File: src/rtl/vga_timing_gen.sv
// Parametrised video sync generator with a pixel clock-enable, aligned line/frame strobes
// and a completed-frame counter. Every output is registered from the pre-increment counters.
module vga_timing_gen #(
  parameter int H_SYNC  = 96,
  parameter int H_BACK  = 48,
  parameter int H_DISP  = 640,
  parameter int H_FRONT = 16,
  parameter int V_SYNC  = 2,
  parameter int V_BACK  = 33,
  parameter int V_DISP  = 480,
  parameter int V_FRONT = 10,
  parameter bit HS_POL  = 1'b0,
  parameter bit VS_POL  = 1'b0,
  parameter int CW      = 10,
  parameter int FRAME_W = 8
) (
  input  logic               clk,
  input  logic               rst,
  input  logic               pix_en,
  output logic               hsync,
  output logic               vsync,
  output logic               de,
  output logic [CW-1:0]      x,
  output logic [CW-1:0]      y,
  output logic               line_start,
  output logic               frame_start,
  output logic [FRAME_W-1:0] frame_cnt
);

  localparam int H_TOTAL     = H_SYNC + H_BACK + H_DISP + H_FRONT;
  localparam int V_TOTAL     = V_SYNC + V_BACK + V_DISP + V_FRONT;
  localparam int H_ACT_START = H_SYNC + H_BACK;
  localparam int H_ACT_END   = H_ACT_START + H_DISP;
  localparam int V_ACT_START = V_SYNC + V_BACK;
  localparam int V_ACT_END   = V_ACT_START + V_DISP;

  logic [CW-1:0]      h_cnt_reg, h_cnt_next;
  logic [CW-1:0]      v_cnt_reg, v_cnt_next;
  logic [FRAME_W-1:0] frame_int_reg, frame_int_next;
  logic [31:0]        h_w, v_w;
  logic               h_last, v_last, h_act, v_act;

  logic               hsync_reg, hsync_next;
  logic               vsync_reg, vsync_next;
  logic               de_reg, de_next;
  logic [CW-1:0]      x_reg, x_next;
  logic [CW-1:0]      y_reg, y_next;
  logic               line_start_reg, line_start_next;
  logic               frame_start_reg, frame_start_next;
  logic [FRAME_W-1:0] frame_cnt_reg;

  // Decode in 32 bits so region bounds equal to 2^CW still compare correctly.
  assign h_w    = 32'(h_cnt_reg);
  assign v_w    = 32'(v_cnt_reg);
  assign h_last = (h_w == 32'(H_TOTAL - 1));
  assign v_last = (v_w == 32'(V_TOTAL - 1));
  assign h_act  = (h_w >= 32'(H_ACT_START)) && (h_w < 32'(H_ACT_END));
  assign v_act  = (v_w >= 32'(V_ACT_START)) && (v_w < 32'(V_ACT_END));

  always_comb begin
    h_cnt_next     = h_cnt_reg + CW'(1);
    v_cnt_next     = v_cnt_reg;
    frame_int_next = frame_int_reg;
    if (h_last) begin
      h_cnt_next = '0;
      if (v_last) begin
        v_cnt_next     = '0;
        frame_int_next = frame_int_reg + FRAME_W'(1);
      end else begin
        v_cnt_next = v_cnt_reg + CW'(1);
      end
    end
  end

  always_comb begin
    hsync_next       = (h_w < 32'(H_SYNC)) ? HS_POL : ~HS_POL;
    vsync_next       = (v_w < 32'(V_SYNC)) ? VS_POL : ~VS_POL;
    de_next          = h_act && v_act;
    x_next           = '0;
    y_next           = '0;
    if (de_next) begin
      x_next = CW'(h_w - 32'(H_ACT_START));
      y_next = CW'(v_w - 32'(V_ACT_START));
    end
    line_start_next  = (h_cnt_reg == '0);
    frame_start_next = (h_cnt_reg == '0) && (v_cnt_reg == '0);
  end

  // frame_int_reg runs alongside the counters; frame_cnt lags it by one pixel so the
  // new count appears with the frame_start strobe of the next frame.
  always_ff @(posedge clk) begin
    if (rst) begin
      h_cnt_reg       <= '0;
      v_cnt_reg       <= '0;
      frame_int_reg   <= '0;
      hsync_reg       <= ~HS_POL;
      vsync_reg       <= ~VS_POL;
      de_reg          <= 1'b0;
      x_reg           <= '0;
      y_reg           <= '0;
      line_start_reg  <= 1'b0;
      frame_start_reg <= 1'b0;
      frame_cnt_reg   <= '0;
    end else if (pix_en) begin
      h_cnt_reg       <= h_cnt_next;
      v_cnt_reg       <= v_cnt_next;
      frame_int_reg   <= frame_int_next;
      hsync_reg       <= hsync_next;
      vsync_reg       <= vsync_next;
      de_reg          <= de_next;
      x_reg           <= x_next;
      y_reg           <= y_next;
      line_start_reg  <= line_start_next;
      frame_start_reg <= frame_start_next;
      frame_cnt_reg   <= frame_int_reg;
    end else begin
      line_start_reg  <= 1'b0;
      frame_start_reg <= 1'b0;
    end
  end

  assign hsync       = hsync_reg;
  assign vsync       = vsync_reg;
  assign de          = de_reg;
  assign x           = x_reg;
  assign y           = y_reg;
  assign line_start  = line_start_reg;
  assign frame_start = frame_start_reg;
  assign frame_cnt   = frame_cnt_reg;

endmodule

File: config.mk
export PLATFORM = sky130hd
export DESIGN_NAME = vga_timing_gen
export DESIGN_NICKNAME = d
export VERILOG_FILES = /design/src/rtl/vga_timing_gen.sv
export SDC_FILE = /design/constraint.sdc
export NUM_CORES = 1
export LEC_CHECK = 0
export ABC_AREA = 0
export CORE_MARGIN = 2
export CORE_UTILIZATION = 35
export DETAILED_ROUTE_END_ITERATION = 8
export PLACE_DENSITY = 0.57
export SKIP_CTS_REPAIR_TIMING = 1
export SLEW_MARGIN = 20
export SYNTH_ARGS = -nofsm -noshare
export SYNTH_HDL_FRONTEND = slang
export SYNTH_SLANG_ARGS = --single-unit
File: constraint.sdc
create_clock -name clk -period 3.56 [get_ports clk]
set_input_delay 0.89 -clock clk [delete_from_list [all_inputs] [get_ports clk]]
set_output_delay 0.89 -clock clk [all_outputs]
set_load 0.1 [all_outputs]
==> Word-level counts from Yosys, hierarchy flattened <==
Index checks and enable logic that the tools add are counted.
{ "totals": {"register_bits": 61, "input_bits": 3, "word_cells": 40, "output_inout_bits": 33} }
{ "op_classes": {"eq_ne": 2, "magnitude_cmp": 6, "n_bitwise": 1, "add_sub_neg": 5, "muxes": 6, "n_reduce_logical": 9} }
{ "op_table": {"columns": ["cell", "count"], "rows": [
  ["$mux 10", 4],
  ["$add 10x1->10 const B", 2],
  ["$eq 10x10->1 const B", 2],
  ["$logic_not 10->1", 2],
  ["$lt 10x10->1 const B", 2],
  ["$ge 10x6->1 const B", 1],
  ["$ge 10x8->1 const B", 1],
  ["$lt 10x2->1 const B", 1],
  ["$lt 10x7->1 const B", 1],
  ["$sub 10x6->10 const B", 1],
  ["$sub 10x8->10 const B", 1],
  ["$add 8x1->8 const B", 1],
  ["$logic_and 1x1->1", 4],
  ["$reduce_and 3->1", 1],
  ["$mux 1", 2],
  ["$reduce_and 2->1", 1],
  ["$reduce_or 2->1", 1],
  ["$not 1->1", 1]
]} }

==> Logic depth before layout (Yosys ltp) <==
{ "logic_depth": {"ltp_word": 4, "mapped_depth": 10, "depth_no_buf": 7} }

==> Worst setup path after synthesis <==
No wires, ideal clock.
{ "synth_timing": {"path_kind": "input to register", "start": "input pix_en", "end": "register v_cnt_reg[7]", "cell_stages": 7, "arrival_ns": 2.092, "setup_time_ns": 0.116, "path_slack_ns": 1.352, "required_ns": 3.444, "path_buffers": 2, "path_cell_list": "and4_1 > clkbuf_1 > nand4_1 > clkbuf_1 > nor4_1 > xnor2_1 > nor2_1"} }
{ "synth_via": {"elab_chain_len": 1} }
{ "synth_rtl": {"columns": ["item", "line_no", "text"], "rows": [
  ["start: declaration", "19", "input logic pix_en,"],
  ["$reduce_and 2->1 (no line)", null, null],
  ["end signal: assignment", "106", "v_cnt_reg <= v_cnt_next;"],
  ["end: declaration", "38", "logic [CW-1:0] v_cnt_reg, v_cnt_next;"]
]} }
No other way between the ends.
A chain may end at the register's enable or synchronous reset.

==> Worst setup path in the final report <==
{ "layout_timing": {"start": "input pix_en", "end": "register v_cnt_reg[2]"} }
Same word-level chain as after synthesis.

==> results.json <==
{
  "worstPathRequired_ns": 3.78,
  "synth_cell_types": 41,
  "ys_seq_elements": 61,
  "worstHoldPathCells": 2,
  "drive_above_1_share_pct": 21.1,
  "finalWeightedCongestion": 0.841,
  "startpoint_type": "input port",
  "die-area_mm2": 0.00896,
  "cpPeakStageDelay_ns": 0.62,
  "reg2reg_depth": 6,
  "slew_headroom_pct": 46.0,
  "hold_path_end": "x[3]",
  "fin_util_pct": 41.5,
  "start_util_pct": 35.5,
  "drt_first_pass_iters": 4,
  "p_per_area_mw_per_mm2": 391,
  "rsz0062_at_grt": "no",
  "postLayoutCellArea_mm2": 0.00336,
  "numCtsBuffers": 9,
  "rows": 33,
  "die_width_um": 94.6,
  "power.leakage_nw": 1.28,
  "numClockSinks": 61,
  "maxSlewViolCount": 0,
  "cts_tree": "done",
  "ys.flop_type": "dfxtp_1",
  "path_depth": 6,
  "r2r_start": "v_cnt_reg[0]",
  "path_max_fanout": 11,
  "postPlaceCellArea_mm2": 0.00318,
  "syn2layout_area_growth_pct": 16.9,
  "clock_path_buffers": 2,
  "critPathTopFamily": "simple AND/OR/NAND/NOR gates",
  "vias_per_cell": 4.99,
  "ioPinCount": 36,
  "dpl.hpwl_mm": 4.25,
  "ff2ff_setup_slack_ns": 0.92,
  "criticalPathCategory": "input port to flip-flop",
  "fin_ws_ns": 0.694,
  "grtUsageTotal_pct": 15.0,
  "cts_max_level": 3,
  "r2r-end": "x[3]",
  "crit_buf_inv": 1,
  "seq_area_frac_synth_pct": 42.5,
  "cp_slowest_cell": "clkdlybuf4s50_1",
  "critical_path.startpoint": "pix_en",
  "clkLatencyLatePin_ns": 0.34,
  "syn_nets": 330,
  "fin_crit_ns": 2.87,
  "drcViolationCount": 0,
  "grt_pass1_wl_mm": 10.6,
  "async_flop_share_pct": 0,
  "hold_path.startpoint": "x[3]",
  "path_cells": "clkdlybuf4s50_1 -> and4_1 -> nand4_1 -> nor2_1 -> or2_1 -> nor2_1",
  "max_freq_mhz": 349,
  "synthCells": 318,
  "path_common_cell": "nor2_1",
  "setup_viol": 0,
  "critPathArrivalTime_ns": 3.09,
  "wirelength_mm": 6.22,
  "instances_no_fill": 451,
  "skew_ns": 0.00908,
  "drt-initial-drc-count": 106,
  "hold_viol": 0,
  "cp-end-kind": "flip-flop",
  "dp_cells": 435,
  "grt_max_degree": 47,
  "finalSetupTns_ns": 0,
  "overflow": 0,
  "via_count": 2251,
  "synth.avg_cell_area_um2": 9.04,
  "antenna_found_initial": 0,
  "synth-edff-count": 0,
  "die_h_um": 94.6,
  "diodes": 0,
  "maxCapViolCount": 0,
  "coreArea_mm2": 0.00809,
  "peakVddDrop_mv": 0.197,
  "grt_pass1_vias": 2166,
  "ant_nets": 0,
  "worstHoldPathType": "flip-flop to flip-flop",
  "ys_warn_count": 0,
  "status": "finished, final reports clean",
  "post-place-ws_ns": 0.337,
  "fin_nets": 353,
  "netlist_area_mm2": 0.00288,
  "avgRoutedWirePerCell_um": 13.8,
  "portBuffers": 35,
  "worst_pin_slew_ns": 0.811,
  "cts_root_buf": "clkbuf_8",
  "clk_pin_slew_worst_paths_ns": 0.07,
  "finalCritPeriodShare_pct": 80.5
}
[report_power, final]
part,internal (mW),switching (mW),leakage [nW]
sequential,0.688,0.00471,0.493
combinational,0.0183,0.0534,0.692
clock,0.287,0.262,0.0921
[Yosys cell counts (3+ instances only)]
cell | n | area, µm²
o31ai_1 | 15 | 113
nand2b_1 | 6 | 37.5
inv_1 | 11 | 41.3
xor2_1 | 12 | 105
xnor2_1 | 24 | 210
ha_1 | 9 | 113
or3_1 | 3 | 18.8
a21oi_1 | 10 | 50.1
o32ai_1 | 4 | 35.0
nand4_1 | 11 | 68.8
clkbuf_1 | 22 | 82.6
nand2_1 | 16 | 60.1
dfxtp_1 | 61 | 1220
nor4_2 | 4 | 50.1
nor3_1 | 6 | 30.0
and3_1 | 3 | 18.8
nand3_1 | 4 | 20.0
nor2_1 | 42 | 158
nor4_1 | 4 | 25.0
mux2i_1 | 9 | 90.1
or3b_2 | 15 | 131
[logic make-up after synthesis]
group,after synthesis,share of synthesized area (%)
AO/OA/AOI/OAI,39,9.53
XOR/XNOR,36,11.0
adder cells (fa/ha/maj),9,3.92
buffers and inverters,38,5.31
flip-flops,61,42.5
multiplexers,9,3.13
AND/OR/NAND/NOR,126,24.7
[placed cells by master, fill, tap and decap left out, drive strengths merged, types with 6 or more instances in the layout]
| cell type | n |
|---|---|
| dfxtp | 61 |
| nor2 | 42 |
| buf | 37 |
| xnor2 | 24 |
| nand2 | 16 |
| or3b | 15 |
| o31ai | 15 |
| xor2 | 12 |
| inv | 12 |
| clkbuf | 12 |
| nand4 | 11 |
| a21oi | 10 |
| mux2i | 9 |
| ha | 9 |
| nor4 | 8 |
| nor3 | 6 |
| nand2b | 6 |
[worst reg2reg max path, stage by stage (launching register included)]
cell     delay [ns]
dfxtp_1        0.42
ha_1           0.35
o41ai_1        0.50
a21oi_1        0.14
a21oi_1        0.20
or3_1          0.68
o32ai_1        0.20
[worst max-delay path by stage]
stage	end	slack, ns
after global placement	v_cnt_reg[7]	0.41
final	v_cnt_reg[2]	0.69
after global routing	v_cnt_reg[8]	0.46
after detailed placement	v_cnt_reg[2]	0.34
after floorplan	v_cnt_reg[7]	1.35
after CTS	v_cnt_reg[2]	0.69
[metrics by stage]
step | hold WS [ns] | total power [mW]
after global placement | 0.466 | 0.780
after floorplan | 0.484 | 0.762
after CTS | 0.481 | 1.34
after global routing | 0.511 | 1.37
after detailed placement | 0.468 | 0.781
final | 0.477 | 1.31
[final cells by class]
| cell class | count | area, µm² |
|---|---|---|
| Sequential cell | 61 | 1220 |
| Clock buffer | 12 | 155 |
| Clock inverter | 4 | 22.5 |
| Inverter | 12 | 45.0 |
| Fill cell | 853 | 4730 |
| Tap cell | 105 | 131 |
| Multi-Input combinational cell | 219 | 1500 |
| Timing Repair Buffer | 38 | 285 |
[per-layer routing]
layer  global-route usage [%]  up-vias  routed length, µm  part of all wire (%)
met3                     5.19        7                349                   5.6
met1                     21.4     1034               3120                    50
li1                         -     1150                  -                     -
met2                     21.2       60               2660                    43
met4                     4.35        0                 85                   1.4
met5                        0        -                  0                     0
Note: power is estimated with default switching activity, not from simulation.
